File: config.mk
export PLATFORM = sky130hd
export DESIGN_NAME = if_fetch_stage
export DESIGN_NICKNAME = d
export VERILOG_FILES = /design/src/rtl/if_fetch_stage.sv
export SDC_FILE = /design/constraint.sdc
export NUM_CORES = 1
export LEC_CHECK = 0
export ABC_AREA = 1
export CORE_ASPECT_RATIO = 1.1
export CORE_UTILIZATION = 45
export DETAILED_ROUTE_END_ITERATION = 6
export DONT_BUFFER_PORTS = 1
export GPL_ROUTABILITY_DRIVEN = 1
export MAX_ROUTING_LAYER = met4
export PLACE_DENSITY = 0.61
export SLEW_MARGIN = 20
export SYNTH_ARGS = -nofsm -noshare
export SYNTH_HDL_FRONTEND = slang
export SYNTH_SLANG_ARGS = --single-unit
export TNS_END_PERCENT = 50
File: constraint.sdc
create_clock -name clk -period 5.99 [get_ports clk]
set_clock_uncertainty 0.15 [all_clocks]
set_input_delay 0.8985 -clock clk [delete_from_list [all_inputs] [get_ports clk]]
set_output_delay 0.8985 -clock clk [all_outputs]
set_load 0.02 [all_outputs]
File: src/rtl/if_fetch_stage.sv
// if_fetch_stage: PC register, one-outstanding valid/ready instruction fetch, branch squash,
// stall hold buffer and the IF/OF pipeline latch.
module if_fetch_stage #(
  parameter logic [31:0] RESET_PC  = 32'h0000_0000,
  parameter logic [31:0] NOP_INSTR = 32'h6800_0000
) (
  input  logic        clk,
  input  logic        reset,
  output logic        imem_req_valid,
  output logic [31:0] imem_req_addr,
  input  logic        imem_req_ready,
  input  logic        imem_resp_valid,
  input  logic [31:0] imem_resp_data,
  input  logic        stall,
  input  logic        branch_taken,
  input  logic [31:0] branch_target,
  output logic        OF_valid,
  output logic [31:0] OF_PC,
  output logic [31:0] OF_instruction
);
  typedef enum logic [2:0] {IDLE, FETCH_REQ, WAIT_RESP, HOLD, SQUASH} state_t;
  state_t      r_state;
  logic [31:0] r_pc, r_hold, r_of_pc, r_of_instr;
  logic        r_of_valid;
  logic        w_load;
  logic [31:0] w_instr;
  assign imem_req_valid = (r_state == FETCH_REQ);
  assign imem_req_addr  = r_pc;
  assign OF_valid       = r_of_valid;
  assign OF_PC          = r_of_pc;
  assign OF_instruction = r_of_instr;
  // A new instruction enters the latch either straight from memory or from the hold buffer.
  assign w_load  = !stall && ((r_state == WAIT_RESP && imem_resp_valid) || r_state == HOLD);
  assign w_instr = (r_state == HOLD) ? r_hold : imem_resp_data;
  always_ff @(posedge clk or posedge reset) begin
    if (reset) begin
      r_state    <= IDLE;
      r_pc       <= RESET_PC;
      r_hold     <= '0;
      r_of_valid <= 1'b0;
      r_of_pc    <= '0;
      r_of_instr <= NOP_INSTR;
    end else if (branch_taken) begin
      r_pc       <= branch_target & 32'hFFFF_FFFC;
      r_of_valid <= 1'b0;
      r_of_pc    <= '0;
      r_of_instr <= NOP_INSTR;
      case (r_state)
        FETCH_REQ:         r_state <= imem_req_ready ? SQUASH : FETCH_REQ;
        WAIT_RESP, SQUASH: r_state <= imem_resp_valid ? FETCH_REQ : SQUASH;
        default:           r_state <= FETCH_REQ;
      endcase
    end else if (w_load) begin
      r_of_valid <= 1'b1;
      r_of_pc    <= r_pc;
      r_of_instr <= w_instr;
      r_pc       <= r_pc + 32'd4;
      r_state    <= FETCH_REQ;
    end else begin
      if (!stall) r_of_valid <= 1'b0;
      case (r_state)
        IDLE:      r_state <= FETCH_REQ;
        FETCH_REQ: r_state <= imem_req_ready ? WAIT_RESP : FETCH_REQ;
        WAIT_RESP: begin
          if (imem_resp_valid) r_hold <= imem_resp_data;
          r_state <= imem_resp_valid ? HOLD : WAIT_RESP;
        end
        SQUASH:    r_state <= imem_resp_valid ? FETCH_REQ : SQUASH;
        default:   r_state <= r_state;
      endcase
    end
  end
endmodule

### After elaboration in Yosys (flattened, before gate mapping)

Cells that the tools add are included.

| word-level totals | value |
|---|---|
| flip-flop bits (word level) | 132 |
| output and inout bits | 98 |
| bits of input ports | 70 |

| cells by class | value |
|---|---|
| $add $sub $neg | 1 |
| bitwise gates (word level) | 2 |
| reductions and logical operators | 9 |
| eq/ne operators | 5 |
| multiplexer cells | 18 |

Operator list:

| operator | number |
|---|---|
| $mux W32 | 7 |
| $add A32 B3 Y32 const B | 1 |
| $mux W3 | 4 |
| $pmux W3 S4 | 1 |
| $eq A3 B2 Y1 const B | 2 |
| $pmux W3 S2 | 1 |
| $reduce_bool A6 Y1 | 1 |
| $mux W1 | 4 |
| $reduce_and A4 Y1 | 1 |
| $eq A3 B1 Y1 const B | 1 |
| $eq A3 B3 Y1 const B | 1 |
| $logic_not A3 Y1 | 1 |
| $ne A3 B1 Y1 const B | 1 |
| $logic_and A1 B1 Y1 | 2 |
| $mux W2 | 1 |
| $not A1 Y1 | 2 |
| $reduce_bool A2 Y1 | 1 |
| $reduce_or A2 Y1 | 1 |
| $logic_not A1 Y1 | 1 |
| $logic_or A1 B1 Y1 | 1 |

### Depth between registers and ports, before layout

Gate-level depths: netlist of the first run.

| depth | value |
|---|---|
| word-level depth | 6 |
| depth in mapped cells | 10 |
| mapped depth without buffers | 10 |

### Worst setup path before layout of the first run

OpenSTA, ideal clock, no wires.

| timing path | value |
|---|---|
| path type | input to register |
| from | input branch_taken |
| to | register r_pc[28] (netlist: imem_req_addr[28]) |
| slack | 3890 ps |
| data required time | 5723 ps |
| cell stages on the path | 7 |
| path buffers | 3 |
| setup time | 117 ps |
| arrival time | 1833 ps |
| path through | buf_2 > inv_1 > buf_2 > clkbuf_1 > nand3_1 > nand2_1 > nand2_1 |

| on the way | value |
|---|---|
| cells in the longest elaborated chain, start to end | 1 |

RTL lines:

| what | line | text |
|---|---|---|
| start: declaration | 15 | `input logic branch_taken,` |
| $mux W32 or $reduce_bool A2 Y1 (tied branches) | - |  |
| end signal: assignment | 44 | `r_pc <= branch_target & 32'hFFFF_FFFC;` |
| end signal: assignment | 57 | `r_pc <= r_pc + 32'd4;` |
| end: declaration | 23 | `logic [31:0] r_pc, r_hold, r_of_pc, r_of_instr;` |

Several ways; a longest one is shown, not always the timed one.
A chain may end at the register's enable or synchronous reset.

### Final worst setup path of the first run

| timing path | value |
|---|---|
| from | register r_state[2] |
| to | register r_of_pc[28] (netlist: OF_PC[28]) |

| on the way | value |
|---|---|
| cells in the longest elaborated chain, start to end | 5 |

RTL lines:

| what | line | text |
|---|---|---|
| start: declaration | 22 | `state_t r_state;` |
| start signal: assignment | 49 | `FETCH_REQ: r_state <= imem_req_ready ? SQUASH : FETCH_REQ;` |
| start signal: assignment | 50 | `WAIT_RESP, SQUASH: r_state <= imem_resp_valid ? FETCH_REQ : SQUASH;` |
| start signal: assignment | 63 | `FETCH_REQ: r_state <= imem_req_ready ? WAIT_RESP : FETCH_REQ;` |
| $eq A3 B2 Y1 | 33 | `assign w_load = !stall && ((r_state == WAIT_RESP && imem_resp_valid) \|\| r_state == HOLD);` |
| $logic_and A1 B1 Y1 | 33 |  |
| $logic_or A1 B1 Y1 (*) | 33 |  |
| $logic_and A1 B1 Y1 (*) | 33 |  |
| $reduce_bool A2 Y1 (no source line) (*) | - |  |
| end signal: assignment | 55 | `r_of_pc <= r_pc;` |
| end: declaration | 23 |  |

Every way passes the cells marked *; elsewhere a longest branch is shown, timed or not.

==> flow_metrics.py, run 1 <==
metrics = {
    "global_route": {
        "track_usage_pct": 23.8,
        "antenna_found_initial": 1,
        "grt_pass1_wl_um": 25600,
        "grt_max_degree": 73,
        "grt_pass1_vias": 5146,
        "grt_overflow_total": 0,
    },
    "min_path": {
        "hp-class": "in -> async",
    },
    "route": {
        "wl_per_cell_um": 16.0,
        "drtIter0Drc": 296,
        "first_pass_iters": 4,
        "wirelength_um": 15800,
        "drc_errors": 0,
        "vias": 5164,
        "antenna_left": 0,
        "vias_per_cell": 5.22,
    },
    "floorplan": {
        "placeableCoreArea_sq_um": 13800,
        "start_util_pct": 46.0,
        "ios": 168,
        "die_h_um": 127,
        "die_area_sq_um": 14600,
        "fp.dieW_um": 115,
        "row_count": 45,
    },
    "place": {
        "portBuffers": 0,
        "routabilityCongestion": 0.868,
        "hpwlAfterDp_um": 10500,
    },
    "critical_path": {
        "arrival_ns": 3.58,
        "startpoint": "r_state[2]",
        "required_ns": 6.15,
        "end_kind": "register",
        "path_cells": "inv_1 -> nand3_4 -> nand2_1 -> nand2_4 -> nor2_4 -> clkinv_2 -> o21ai_1",
        "crit_fanout": 60,
        "r2r_start": "r_state[2]",
        "critPathLaunchType": "register",
        "slowest_stage": "clkinv_2",
        "max_stage_delay_ns": 0.79,
        "critPathKind": "reg -> reg",
    },
    "power_and_ir_drop": {
        "p_per_area_nw_per_um2": 425,
        "p_leak_nw": 3.56,
        "ir_worst_vdd_v": 0.000197,
        "power.total_w": 0.00300,
    },
    "synth": {
        "synth.area.top_cells": "dfrtp_1, nand2_1, o21ai_0, o21ai_1, inv_1",
        "ys_seq_area_share_pct": 50.9,
        "ys_types": 36,
        "ys_warn_count": 0,
        "synth-seq-cells": 129,
        "synth_top_area_share_pct": 49.7,
        "avgSynthCellArea_sq_um": 7.91,
        "netlist_area_sq_um": 6350,
        "synth_cells": 802,
        "yosys.area.top_type": "dfrtp_1",
    },
    "outcome": {
        "run_status": "complete, no violations",
    },
    "sta": {
        "max_freq_mhz": 292,
        "maxSlewViolCount": 0,
        "hold_viol_final": 0,
        "worstMarginPinSlew_ns": 0.944,
        "slew-limit-headroom_pct": 37.1,
        "post-route-period-util_pct": 57.1,
        "rsz0062_at_grt": "false",
        "min_period_ns": 3.42,
        "setup_violations": 0,
        "finalSetupTns_ns": 0,
    },
    "clock_tree": {
        "clock_path_buffers": 2,
        "numCtsBuffers": 17,
        "clk-insertion-delay-late_ns": 0.41,
        "path_clk_slew_ns": 0.06,
        "cts_setup_buffers": 0,
        "htree_levels": 4,
        "cts_num_sinks": 129,
        "cts_root_buffer": "clkbuf_16",
        "cts_tree": "built",
        "hold_buffers": 0,
        "cts_resized": 0,
    },
    "finish": {
        "area_growth_pct": 11.1,
        "drive_gt1_share_pct": 8.00,
        "final_nets": 858,
    },
    "run": {
        "max-cap-violations": 0,
    },
}
stage by stage:
step / hold WS (ns) / cells / setup slack, ns / cell area [sq um] / utilization [%]
after floorplan: 0.298 / 803 / 1.51 / 6350 / -
after global placement: 0.312 / 956 / 2.91 / 6410 / 46.5
after detailed placement: 0.319 / 956 / 2.86 / 6410 / 46.5
after CTS: 0.302 / 988 / 2.84 / 7050 / 51.1
after global routing: 0.322 / 989 / 2.20 / 7050 / 51.1
final: 0.274 / 989 / 2.57 / 7050 / 51.1
flip-flops by register name, indices dropped and copies added (netlist names):
signal,cells
OF_PC,31
OF_instruction,32
OF_valid,1
imem_req_addr,30
r_hold,32
r_state,3
cell usage after synthesis (all sizes together):
cell	count
a21oi	13
a22oi	2
a31oi	2
and2	2
buf	28
clkbuf	10
conb	1
dfrtp	126
dfstp	3
ha	1
inv	69
mux2	10
mux2i	11
nand2	289
nand3	40
nand3b	2
nand4	4
nor2	67
nor3	2
o211ai	6
o21ai	107
or2	3
xor2	4
critical path, delay by kind of cell (launching register included):
family	cells	cell delay, ns
AND/OR/NAND/NOR	4	1.32
flip-flops	1	0.38
buffers and inverters	2	0.99
AO/OA/AOI/OAI	1	0.41
metal layers:
layer	vias to the layer above	routed length (um)	track usage [%]
li1	2515	-	-
met1	2433	6330	26.3
met2	179	7790	39.0
met3	37	1220	7.64
met4	0	440	10.5
met5	-	0	-
cells by family after synthesis:
group | Yosys count | synth area share [%]
multiplexers | 21 | 3.86
XOR/XNOR | 4 | 0.552
other | 1 | 0.0591
adder cells (fa/ha/maj) | 1 | 0.197
buffers and inverters | 107 | 7.29
AO/OA/AOI/OAI | 130 | 10.6
AND/OR/NAND/NOR | 409 | 26.5
flip-flops | 129 | 50.9
cells in the final DEF, fill, tap and decap left out, types with 2 or more instances in the layout:
cell / count
nand4_1: 3
clkbuf_16: 17
nand3b_1: 2
o21ai_0: 54
a22oi_1: 2
nor2_1: 63
buf_4: 3
nand3_1: 39
and2_1: 2
conb_1: 2
mux2_4: 6
xor2_1: 4
mux2_2: 4
dfstp_2: 3
clkbuf_8: 4
o21ai_1: 53
a31oi_1: 2
clkinv_2: 5
nand2_4: 2
clkinvlp_4: 2
inv_2: 2
dfrtp_1: 126
inv_1: 65
o211ai_1: 6
nand2_1: 286
nor2_2: 3
or2_2: 3
mux2i_1: 11
a21oi_1: 13
bufinv_16: 4
power breakdown:
group          switching [W]  internal (W)
logic               0.000336      0.000195
registers           0.000291       0.00107
clock network       0.000371      0.000737
total               0.000997       0.00200
area by class of cell:
class	count	area [sq um]
inverter	69	265
timing repair buffer	3	22.5
antenna	1	2.50
multi-input combinational	567	2660
clock inverter	10	155
clock buffer	22	484
tap	188	235
fill	1373	6740
sequential	129	3230
worst paths after layout:
kind | end | slack, ns | cells past startpoint
max | OF_PC[28] | 2.57 | 7
min | r_hold[30] | 0.27 | 1
max reg2reg | OF_PC[28] | 2.57 | 7
min reg2reg | r_hold[8] | 0.33 | 2
max in group asynchronous | imem_req_addr[21] | 4.20 | 2
min in group clk | r_hold[8] | 0.33 | 2
Power figures use the tool's default switching activity.
==> inputs of run 2 (changes only) <==
PLACE_DENSITY = 0.63   (was 0.61)
clock period = 3.1 ns   (was 5.99 ns; I/O delays follow)
==> run 2 against run 1 <==
Die area is the same. Clock power grew 80%. Core utilization grew 0.11 points. Register-to-register slack lost 1.9 ns. Fmax grew 43%. First-iteration DRC count grew 6.1%. Critical path type unchanged. Largest cell class unchanged. Largest power group unchanged. Highest routed layer unchanged.
==> flow_metrics.py, run 2 (synthesized netlist as in run 1, its figures left out) <==
metrics = {
    "place": {
        "hpwlAfterDp_um": 10500,
        "dpl_cell_area_sq_um": 6460,
        "routabilityCongestion": 0.877,
        "portBuffers": 0,
    },
    "sta": {
        "setup_violations": 0,
        "slew-limit-headroom_pct": 55.0,
        "worstMarginPinSlew_ns": 0.676,
        "finalSetupTns_ns": 0,
        "hold_viol_final": 0,
        "rsz0062_at_grt": "false",
        "post-route-period-util_pct": 77.0,
        "max_freq_mhz": 419,
        "min_period_ns": 2.39,
        "maxSlewViolCount": 0,
    },
    "finish": {
        "diodes": 0,
        "finalCoreUtilization_pct": 51.2,
        "layout_common_cells": "nand2_1, dfrtp_1, inv_1, nor2_1, o21ai_0",
        "final_nets": 863,
        "drive_gt1_share_pct": 8.57,
        "area_growth_pct": 11.4,
        "fin_area_sq_um": 7070,
        "layout_commonest_cell": "nand2_1",
    },
    "route": {
        "dr_wl_met2_um": 7610,
        "first_pass_iters": 4,
        "met3_wirelength_um": 1320,
        "drtIter0Drc": 314,
        "met1_length_um": 6260,
        "vias": 5188,
        "vias_per_cell": 5.22,
        "routed.top_layer": "met4",
        "wl_per_cell_um": 15.6,
        "antenna_left": 0,
        "drc_errors": 0,
        "wirelength_um": 15500,
    },
    "power_and_ir_drop": {
        "combPwrFrac_pct": 18.3,
        "ir_worst_vdd_v": 0.000410,
        "seqPwrFrac_pct": 46.5,
        "power.total_w": 0.00566,
        "p_per_area_nw_per_um2": 801,
        "clkPwrFrac_pct": 35.2,
        "p_switching_w": 0.00195,
        "p_leak_nw": 3.55,
        "swShare_pct": 34.5,
        "internal_power_w": 0.00371,
    },
    "clock_tree": {
        "cts_root_buffer": "clkbuf_16",
        "cts_num_sinks": 129,
        "path_clk_slew_ns": 0.06,
        "clk-insertion-delay-late_ns": 0.41,
        "clock_path_buffers": 2,
        "htree_levels": 4,
        "cts_tree": "built",
        "numCtsBuffers": 17,
    },
    "critical_path": {
        "path_common_cell": "nand2_1",
        "critPathKind": "reg -> reg",
        "required_ns": 3.25,
        "cp_top_family": "buffers and inverters",
        "path_cells": "inv_1 -> nand4_1 -> nand2_1 -> nand2_4 -> nand2_4 -> inv_2 -> buf_12 -> nor2_1 -> nand2_1 -> nand2_1",
        "critPathLaunchType": "register",
        "crit_fanout": 60,
        "end_kind": "register",
        "max_stage_delay_ns": 0.48,
        "arrival_ns": 2.54,
        "cp_num_buf_inv": 3,
        "slowest_stage": "dfrtp_1",
    },
    "floorplan": {
        "placeableCoreArea_sq_um": 13800,
        "start_util_pct": 46.0,
        "die_area_sq_um": 14600,
        "fp.dieW_um": 115,
        "die_h_um": 127,
        "row_count": 45,
        "ios": 168,
    },
    "outcome": {
        "run_status": "complete, no violations",
    },
    "global_route": {
        "grt_pass1_vias": 5037,
        "grt_pass1_wl_um": 25100,
        "track_usage_pct": 23.2,
        "grt_max_degree": 130,
        "grt_overflow_total": 0,
        "antenna_found_initial": 0,
    },
    "min_path": {
        "hp-class": "in -> reg",
    },
    "run": {
        "max-cap-violations": 0,
    },
}
## run 2: per-stage QoR
step | setup WS [ns] | std cells | hold WS (ns)
3_5_place_dp | 0.720 | 960 | 0.320
2_1_floorplan | 0.892 | 803 | 0.298
6_report | 0.712 | 993 | 0.0468
3_3_place_gp | 0.783 | 960 | 0.311
4_1_cts | 0.695 | 992 | 0.00918
5_1_grt | 0.483 | 993 | 0.0207
## run 2: power by group through the flow
stage / clock (W) / combinational (W) / sequential (W)
after floorplan: 0 / 0.000867 / 0.00254
after global placement: 0 / 0.000999 / 0.00263
after detailed placement: 0 / 0.00104 / 0.00266
after CTS: 0.00204 / 0.00105 / 0.00263
after global routing: 0.00211 / 0.00120 / 0.00269
final: 0.00200 / 0.00103 / 0.00263
## run 2: area by class of cell
class / count / area (sq um)
Clock buffer: 17 / 425
Tap cell: 188 / 235
Clock inverter: 15 / 169
Sequential cell: 129 / 3230
Multi-Input combinational cell: 567 / 2660
Fill cell: 1295 / 6730
Timing Repair Buffer: 8 / 87.6
Inverter: 69 / 263
## run 2: final timing paths
check	from	slack [ns]	cells past startpoint	endpoint
max in group asynchronous	reset	1.71	3	imem_req_addr[17]
max	r_state[0]	0.71	10	imem_req_addr[30]
max reg2reg	r_state[0]	0.71	10	imem_req_addr[30]
min reg2reg	r_hold[5]	0.33	2	r_hold[5]
min	imem_resp_data[22]	0.05	1	r_hold[22]
min in group asynchronous	reset	0.59	3	r_hold[28]
## run 2: per-layer routing
| metal | vias to the layer above | track usage, % |
|---|---|---|
| met4 | 0 | 8.17 |
| met3 | 22 | 8.03 |
| met2 | 185 | 37.1 |
| met5 | - | - |
| li1 | 2523 | - |
| met1 | 2458 | 27.1 |
## run 2: repair_timing
| item | CTS | global route |
|---|---|---|
| resized for setup | 0 | 0 |
| hold buffers | 0 | 1 |
| buffers inserted | 0 | 0 |
| hold endpoints to repair | 0 | 3 |
